File: config.mk
export PLATFORM = sky130hd
export DESIGN_NAME = aes_word_stream_io
export DESIGN_NICKNAME = d
export VERILOG_FILES = /design/src/rtl/aes_pkg.sv /design/src/rtl/aes_word_buffer.sv /design/src/rtl/aes_word_stream_io.sv
export SDC_FILE = /design/constraint.sdc
export NUM_CORES = 1
export LEC_CHECK = 0
export ABC_AREA = 1
export BUFFER_PORTS_ARGS = -buffer_cell sky130_fd_sc_hd__buf_2
export CORE_AREA = 3 3 178 180
export DETAILED_ROUTE_END_ITERATION = 7
export DIE_AREA = 0 0 181 183
export GPL_ROUTABILITY_DRIVEN = 0
export PLACE_DENSITY = 0.8
export RECOVER_POWER = 50
export SYNTH_ARGS = -nofsm -noshare
export SYNTH_HDL_FRONTEND = slang
export SYNTH_SLANG_ARGS = --single-unit
export TNS_END_PERCENT = 10
File: constraint.sdc
create_clock -name clk -period 3.4 [get_ports clk]
set_clock_uncertainty 0.1 [all_clocks]
set_input_delay 0.17 -clock clk [delete_from_list [all_inputs] [get_ports clk]]
set_output_delay 0.17 -clock clk [all_outputs]
set_load 0.005 [all_outputs]
File: src/rtl/aes_pkg.sv
// aes_pkg: shared types and constants for the AES word-stream front/back end
package aes_pkg;
   localparam int AES_BLOCK_W = 128;
   localparam int AES_WORD_W  = 32;
   localparam int AES_WORDS   = 4;
   typedef logic [AES_BLOCK_W-1:0] aes_block_t;
   typedef logic [AES_WORD_W-1:0]  aes_word_t;
   typedef enum logic [1:0] {FILL, WAIT, DRAIN} aes_state_e;
endpackage

File: src/rtl/aes_word_buffer.sv
// aes_word_buffer: 4x32 register, indexed word write/read plus 128-bit parallel load/read
// Ports: clk, rst (sync, active-high); wr_en_i/wr_idx_i/wr_data_i word write;
//        ld_en_i/ld_data_i parallel load (wins over word write); rd_idx_i/rd_data_o word read;
//        par_o whole block, word 0 in [127:96].
module aes_word_buffer
   import aes_pkg::*;
(
   input  logic       clk,
   input  logic       rst,
   input  logic       wr_en_i,
   input  logic [1:0] wr_idx_i,
   input  aes_word_t  wr_data_i,
   input  logic       ld_en_i,
   input  aes_block_t ld_data_i,
   input  logic [1:0] rd_idx_i,
   output aes_word_t  rd_data_o,
   output aes_block_t par_o
);
   // Ascending packed range puts word 0 in the most significant bits (big-endian).
   logic [0:AES_WORDS-1][AES_WORD_W-1:0] buf_q, buf_d;
   always_comb begin
      buf_d = ld_en_i ? ld_data_i : buf_q;
      if (wr_en_i && !ld_en_i) buf_d[wr_idx_i] = wr_data_i;
   end
   always_ff @(posedge clk) begin
      if (rst) buf_q <= '0;
      else     buf_q <= buf_d;
   end
   assign rd_data_o = buf_q[rd_idx_i];
   assign par_o     = buf_q;
endmodule

File: src/rtl/aes_word_stream_io.sv
// aes_word_stream_io: 32-bit stream packer/unpacker around a combinational AES-128 core
// Ports: clk, rst (sync, active-high); s_valid/s_ready/s_data/s_key input word stream;
//        m_valid/m_ready/m_data/m_last ciphertext word stream; key_loaded full key held;
//        err_nokey pulse on data word without key; core_in/core_key/core_out core link.
// Optional: define AES_IO_BLOCK_COUNT_EN to add blk_count (16-bit count of drained blocks).
module aes_word_stream_io
   import aes_pkg::*;
#(
   parameter int SETTLE = 2
) (
   input  logic       clk,
   input  logic       rst,
   input  logic       s_valid,
   output logic       s_ready,
   input  aes_word_t  s_data,
   input  logic       s_key,
   output logic       m_valid,
   input  logic       m_ready,
   output aes_word_t  m_data,
   output logic       m_last,
   output logic       key_loaded,
   output logic       err_nokey,
   output aes_block_t core_in,
   output aes_block_t core_key,
`ifdef AES_IO_BLOCK_COUNT_EN
   output logic [15:0] blk_count,
`endif
   input  aes_block_t core_out
);
   aes_state_e state_q, state_d;
   logic [1:0] key_idx_q, key_idx_d, data_idx_q, data_idx_d, out_idx_q, out_idx_d;
   logic [3:0] cnt_q, cnt_d;
   logic       key_loaded_q, key_loaded_d, err_q, err_d;
   logic       acc, key_wr, dat_wr, capture, m_hs, done;
   aes_word_t  out_word, key_rd_unused, blk_rd_unused;

   assign s_ready = state_q == FILL;
   assign m_valid = state_q == DRAIN;
   assign m_last  = m_valid && out_idx_q == 2'd3;
   assign m_data  = m_valid ? out_word : '0;
   assign key_loaded = key_loaded_q;
   assign err_nokey  = err_q;

   assign acc     = s_valid & s_ready;
   assign key_wr  = acc & s_key;
   assign dat_wr  = acc & ~s_key & key_loaded_q;
   // Core inputs have been stable for SETTLE cycles when the counter hits SETTLE-1.
   assign capture = state_q == WAIT && cnt_q == 4'(SETTLE - 1);
   assign m_hs    = m_valid & m_ready;
   assign done    = m_hs & m_last;

   always_comb begin
      state_d = state_q == FILL ? ((dat_wr && data_idx_q == 2'd3) ? WAIT : FILL)
              : state_q == WAIT ? (capture ? DRAIN : WAIT)
              : (done ? FILL : DRAIN);
      key_idx_d    = key_wr ? key_idx_q + 2'd1 : key_idx_q;
      key_loaded_d = !key_wr ? key_loaded_q
                   : key_idx_q == 2'd0 ? 1'b0
                   : key_idx_q == 2'd3 ? 1'b1 : key_loaded_q;
      data_idx_d   = dat_wr ? data_idx_q + 2'd1 : done ? 2'd0 : data_idx_q;
      out_idx_d    = capture ? 2'd0 : m_hs ? out_idx_q + 2'd1 : out_idx_q;
      cnt_d        = state_q == WAIT ? cnt_q + 4'd1 : 4'd0;
      err_d        = acc & ~s_key & ~key_loaded_q;
   end

   always_ff @(posedge clk) begin
      if (rst) begin
         state_q      <= FILL;
         key_idx_q    <= '0;
         data_idx_q   <= '0;
         out_idx_q    <= '0;
         cnt_q        <= '0;
         key_loaded_q <= 1'b0;
         err_q        <= 1'b0;
      end else begin
         state_q      <= state_d;
         key_idx_q    <= key_idx_d;
         data_idx_q   <= data_idx_d;
         out_idx_q    <= out_idx_d;
         cnt_q        <= cnt_d;
         key_loaded_q <= key_loaded_d;
         err_q        <= err_d;
      end
   end

`ifdef AES_IO_BLOCK_COUNT_EN
   logic [15:0] blk_q;
   always_ff @(posedge clk) begin
      if (rst)       blk_q <= '0;
      else if (done) blk_q <= blk_q + 16'd1;
   end
   assign blk_count = blk_q;
`endif

   aes_word_buffer u_key (
      .clk(clk), .rst(rst),
      .wr_en_i(key_wr), .wr_idx_i(key_idx_q), .wr_data_i(s_data),
      .ld_en_i(1'b0), .ld_data_i('0),
      .rd_idx_i(2'd0), .rd_data_o(key_rd_unused), .par_o(core_key)
   );
   aes_word_buffer u_blk (
      .clk(clk), .rst(rst),
      .wr_en_i(dat_wr), .wr_idx_i(data_idx_q), .wr_data_i(s_data),
      .ld_en_i(1'b0), .ld_data_i('0),
      .rd_idx_i(2'd0), .rd_data_o(blk_rd_unused), .par_o(core_in)
   );
   aes_word_buffer u_out (
      .clk(clk), .rst(rst),
      .wr_en_i(1'b0), .wr_idx_i(2'd0), .wr_data_i('0),
      .ld_en_i(capture), .ld_data_i(core_out),
      .rd_idx_i(out_idx_q), .rd_data_o(out_word), .par_o()
   );
endmodule

; ---- Word-level counts from Yosys, hierarchy flattened
; Cells that the tools add are included.
[word_totals]
word_cells = 78
out_inout_bits = 293
regBits = 398
[op_classes]
n_mux = 19
n_addsub = 4
order_cmp = 5
n_reduce_logical = 12
n_eq_ne = 6
n_bitwise = 13
[ops]
columns = op, count
row1 = 128-bit bitwise mux, 2
row2 = 32-bit two-way mux, 5
row3 = 32-bit demux with 2-bit select, 2
row4 = 32-bit binary-select mux with 2-bit select, 1
row5 = 2-bit two-way mux, 6
row6 = "3-bit >= comparator, second input constant", 3
row7 = 2-bit inverter with 3-bit output, 3
row8 = "2-bit equality test, second input constant", 4
row9 = 1-bit bitwise AND, 7
row10 = "2-bit by 1-bit adder with 2-bit output, second input constant", 3
row11 = "3-bit by 1-bit < comparator with 1-bit output, second input constant", 2
row12 = 1-bit logical AND, 5
row13 = "4-bit by 1-bit adder with 4-bit output, second input constant", 1
row14 = "4-bit by 1-bit equality test with 1-bit output, second input constant", 1
row15 = 2-bit logical NOT, 2
row16 = 2-bit nonzero test, 2
row17 = 2-bit OR reduction, 2
row18 = 1-bit two-way mux, 3
row19 = 1-bit inverter, 3
row20 = "2-bit by 1-bit equality test with 1-bit output, second input constant", 1
row21 = 2-bit AND reduction, 1

; ---- Logic depth before layout (Yosys ltp)
[depth]
depth_word = 7
mapped_depth = 9
depth_no_buf = 7

; ---- Hierarchy
; Synthesis repeated with hierarchy kept, for this count alone.
[unflattened]
cells_unflattened = 4774
area_unflattened_um2 = 26220.1
[modules_own_cells]
columns = module, cells_per_inst, seq_area_each_um2, area_each_um2, n_inst
row1 = aes_word_buffer, 1542, 2562.5, 8426.8, 3
row2 = aes_word_stream_io, 148, 280.3, 939.7, 1

; ---- Worst setup path before layout
; OpenSTA, ideal clock, no wires.
[synth_path]
path_type = reg2reg
startpoint = register state_q[0]
endpoint = register u_blk.buf_q (netlist bit u_blk.par_o[33])
t_arrival_ns = 1.278
path_buffers = 2
stages_incl_launch_ff = 9
slack_ns = 1.910
setup_ns = 0.113
path_cell_list = dfxtp_1 > nor2_8 > nand3_1 > nor2_2 > buf_4 > buf_4 > nand3_1 > nand2_1 > nor2_1
[synth_via]
elab_chain_len = 4
[synth_rtl]
columns = item, line_no
row1 = start: declaration, aes_word_stream_io.sv:30  ; aes_state_e state_q, state_d;
row2 = start signal: assignment, aes_word_stream_io.sv:76  ; state_q <= state_d;
row3 = 2-bit logical NOT, aes_word_stream_io.sv:37  ; assign s_ready = state_q == FILL;
row4 = via s_ready, aes_word_stream_io.sv:14  ; output logic s_ready,
row5 = 1-bit bitwise AND, aes_word_stream_io.sv:44  ; assign acc = s_valid & s_ready;
row6 = 1-bit bitwise AND (2 in a row), aes_word_stream_io.sv:46  ; assign dat_wr = acc & ~s_key & key_loaded_q;
row7 = end signal: assignment, aes_word_buffer.sv:27  ; else buf_q <= buf_d;
row8 = end: declaration, aes_word_buffer.sv:20  ; logic [0:AES_WORDS-1][AES_WORD_W-1:0] buf_q, buf_d;
; The timed path passes the listed nets, and every way through them passes these cells.
; A chain may end at the register's enable or synchronous reset.

==> impl_metrics.json <==
{
  "grt_first_pass_wirelength_mm": 87.7,
  "cts.reportedPaths.clkPinSlew_ns": 0.06,
  "cp_cell_sequence": "dlygate4sd3_1 > clkbuf_1 > inv_8 > clkbuf_2 > nand2_1 > nor2_1",
  "num_vias": 17300,
  "final_common_cell": "nor2_1",
  "status": "complete, but fails checks",
  "comb_power_share": 0.062,
  "switching_power_mw": 2.24,
  "violations": "design-rule violations",
  "cts_tree": "done",
  "route.detailed.drc": 1,
  "wl_per_cell_um": 18.2,
  "cp_num_buf_inv": 4,
  "cp-end-kind": "flop",
  "syn_area_mm2": 0.0159,
  "rrSetupSlack_ns": 0.76,
  "dieArea_mm2": 0.0331,
  "critical_path.slowest_cell": "clkbuf_2",
  "holdBufCountCts": 133,
  "ctsResizeCount": 0,
  "start_util": 0.524,
  "dp_hpwl_mm": 33.0,
  "min-delay-start": "s_valid",
  "cts_sinks": 398,
  "fmax_mhz": 339,
  "leakagePower_nw": 8.96,
  "period_needed_ns": 2.95,
  "cp_data_arrival_time_ns": 3.30,
  "cts_setup_buffers": 0,
  "p_int_mw": 7.77,
  "slew_headroom": 0.0253,
  "ys_seq_area_frac": 0.501,
  "finalHoldViolations": 0,
  "maxCapViolCount": 0,
  "clockBufferDepth": 3,
  "num_rows": 64,
  "dr.pass1.iters": 8,
  "tightest_slew_ns": 1.46,
  "power_frac_seq": 0.474,
  "core_area_mm2": 0.0303,
  "drtIter0Drc": 1891,
  "swShare": 0.224,
  "syn-instance-count": 2183,
  "grt_pass1_vias": 16600,
  "ir_drop_v": 0.000422,
  "cts.htree.levels": 2,
  "slew_violations": 0,
  "clock_tree.root_cell": "clkbuf_16",
  "drive_above_1_share": 0.135,
  "die_h_um": 183,
  "antenna_found_initial": 4,
  "setup_tns_ns": 0,
  "synth_warnings": 0,
  "synth.ff_latch_count": 398,
  "grt_max_degree": 190,
  "critPathKind": "input pin to flop",
  "powerDensity_mw_per_mm2": 483,
  "postRouteWirelength_mm": 56.5,
  "synth_cell_types": 29,
  "min_period_over_period": 0.867,
  "r2r_cells": 5,
  "setup_viol_count_final": 0,
  "layout_common_cells": "649 x nor2_1, 397 x dfxtp_1, 318 x o21ai_0",
  "insertion_delay_ns": 0.52,
  "required_ns": 3.76,
  "critPathLaunchType": "input pin",
  "n_fill_cell": 2414,
  "r2r_start": "state_q[0]",
  "critPathMaxFanout": 189,
  "rsz0062_at_grt": "no",
  "finalPower_mw": 10.0,
  "die_w_um": 181,
  "layout-area-overhead-vs-synth_pct": 30.1,
  "clkPwrFrac": 0.464,
  "placement.io_buffers": 457,
  "ant_nets": 0,
  "holdWs_ns": 0.00382,
  "grt_overflow": 0,
  "layout.nets": 2852,
  "viasPerCell": 5.58,
  "gr-usage-all-layers": 0.322,
  "hold_class": "input pin to flop",
  "slowest_delay_ns": 1.20,
  "avgSynthCellArea_um2": 7.29,
  "min_path_cells": 3,
  "reg2reg_to": "u_key.par_o[89]",
  "cpLargestDelayFamily": "buffers and inverters",
  "hold_end": "key_idx_q[1]",
  "io_pins": 458,
  "synth_nets": 2359,
  "cts_buffers": 42
}
## area by class of cell
cell class / instances / area, um2 / share of cell area
repair buffers: 611 / 3560 / 0.172
clock inverters: 10 / 133 / 0.00641
inverters: 54 / 211 / 0.0102
diodes: 4 / 10.0 / 0.000483
well taps: 396 / 495 / 0.0239
flip-flops and latches: 398 / 7970 / 0.385
multi-input cells: 1569 / 7060 / 0.341
clock buffers: 63 / 1260 / 0.0609
## worst max path at each step
stage                                   to         start  cells after the start  slack [ns]
after floorplan            u_blk.par_o[33]    state_q[0]                      8        1.91
after global placement          m_data[31]  out_idx_q[0]                      5        1.31
after detailed placement        m_data[13]    state_q[1]                      6        1.27
after CTS                       m_data[13]    state_q[1]                      6        0.69
after global routing      u_blk.par_o[110]           rst                      6        0.25
final                     u_blk.par_o[110]           rst                      6        0.45
## worst reg2reg max path, stage by stage (launching register included)
cell	delay, ns
dfxtp_1	0.37
nor2_8	0.25
nand4_1	0.42
clkbuf_2	0.79
o21ai_0	0.50
and2_1	0.16
## routing by layer
| metal | track usage | vias to the layer above | routed length [um] |
|---|---|---|---|
| li1 | - | 7927 | - |
| met5 | 0 | - | 0 |
| met3 | 0.0676 | 303 | 5630 |
| met2 | 0.534 | 1178 | 26000 |
| met1 | 0.386 | 7923 | 20900 |
| met4 | 0.196 | 0 | 3950 |
## state kept, by name, summed over array words and instances (netlist names)
| signal | cells |
|---|---|
| err_nokey | 1 |
| out_idx_q | 2 |
| key_loaded | 1 |
| u_blk.par_o | 128 |
| u_key.par_o | 128 |
| state_q | 2 |
| data_idx_q | 2 |
| u_out.par_o | 128 |
| key_idx_q | 2 |
| cnt_q | 4 |
## metrics by stage
stage	utilization	instances	cell area (um2)	setup WS, ns
2_1_floorplan	-	2183	15900	1.91
3_3_place_gp	0.601	2895	18300	1.31
3_5_place_dp	0.601	2895	18300	1.27
4_1_cts	0.691	3101	21000	0.686
5_1_grt	0.682	3105	20700	0.249
6_report	0.682	3105	20700	0.453
## synth_stat cells
cell      instances  area, um2
a211oi_1          1       7.51
a21oi_1          39        195
and2_1          128        801
and3_1            1       6.26
buf_1            33        124
buf_2            31        155
buf_4            14        105
buf_6             1       11.3
clkbuf_1         82        308
clkbuf_2          1       5.00
clkinv_1          1       3.75
dfxtp_1         398       7970
ha_1             11        138
inv_1            53        199
nand2_1         267       1000
nand3_1         134        671
nand4_1           1       6.26
nand4_2           4       50.1
nand4_4           1       21.3
nor2_1          650       2440
nor2_2            4       25.0
nor2_4            1       11.3
nor2_8            1       20.0
nor3_1            1       5.00
o21ai_0         318       1590
o21ai_1           4       20.0
or2_2             1       6.26
xnor2_1           1       8.76
xor2_1            1       8.76
## power groups by stage
stage                     Sequential (mW)  Clock (mW)  Combinational (mW)
after floorplan                      4.85           0               0.244
after global placement               4.84           0               0.482
after detailed placement             4.84           0               0.489
after CTS                            4.74        4.68               0.613
after global routing                 4.74        4.87               0.675
final                                4.74        4.64               0.624
## logic make-up (layout without fill, tap and decap cells)
family / count (synthesis) / after routing / share of synthesized area
fa+ha+maj: 11 / 11 / 0.00865
other cells: 0 / 4 / 0
flops: 398 / 398 / 0.501
xor+xnor: 2 / 2 / 0.00110
buf+inv: 216 / 738 / 0.0572
simple gates: 1194 / 1194 / 0.318
compound gates: 362 / 362 / 0.114
No activity file was read; power rests on OpenSTA's default activity.
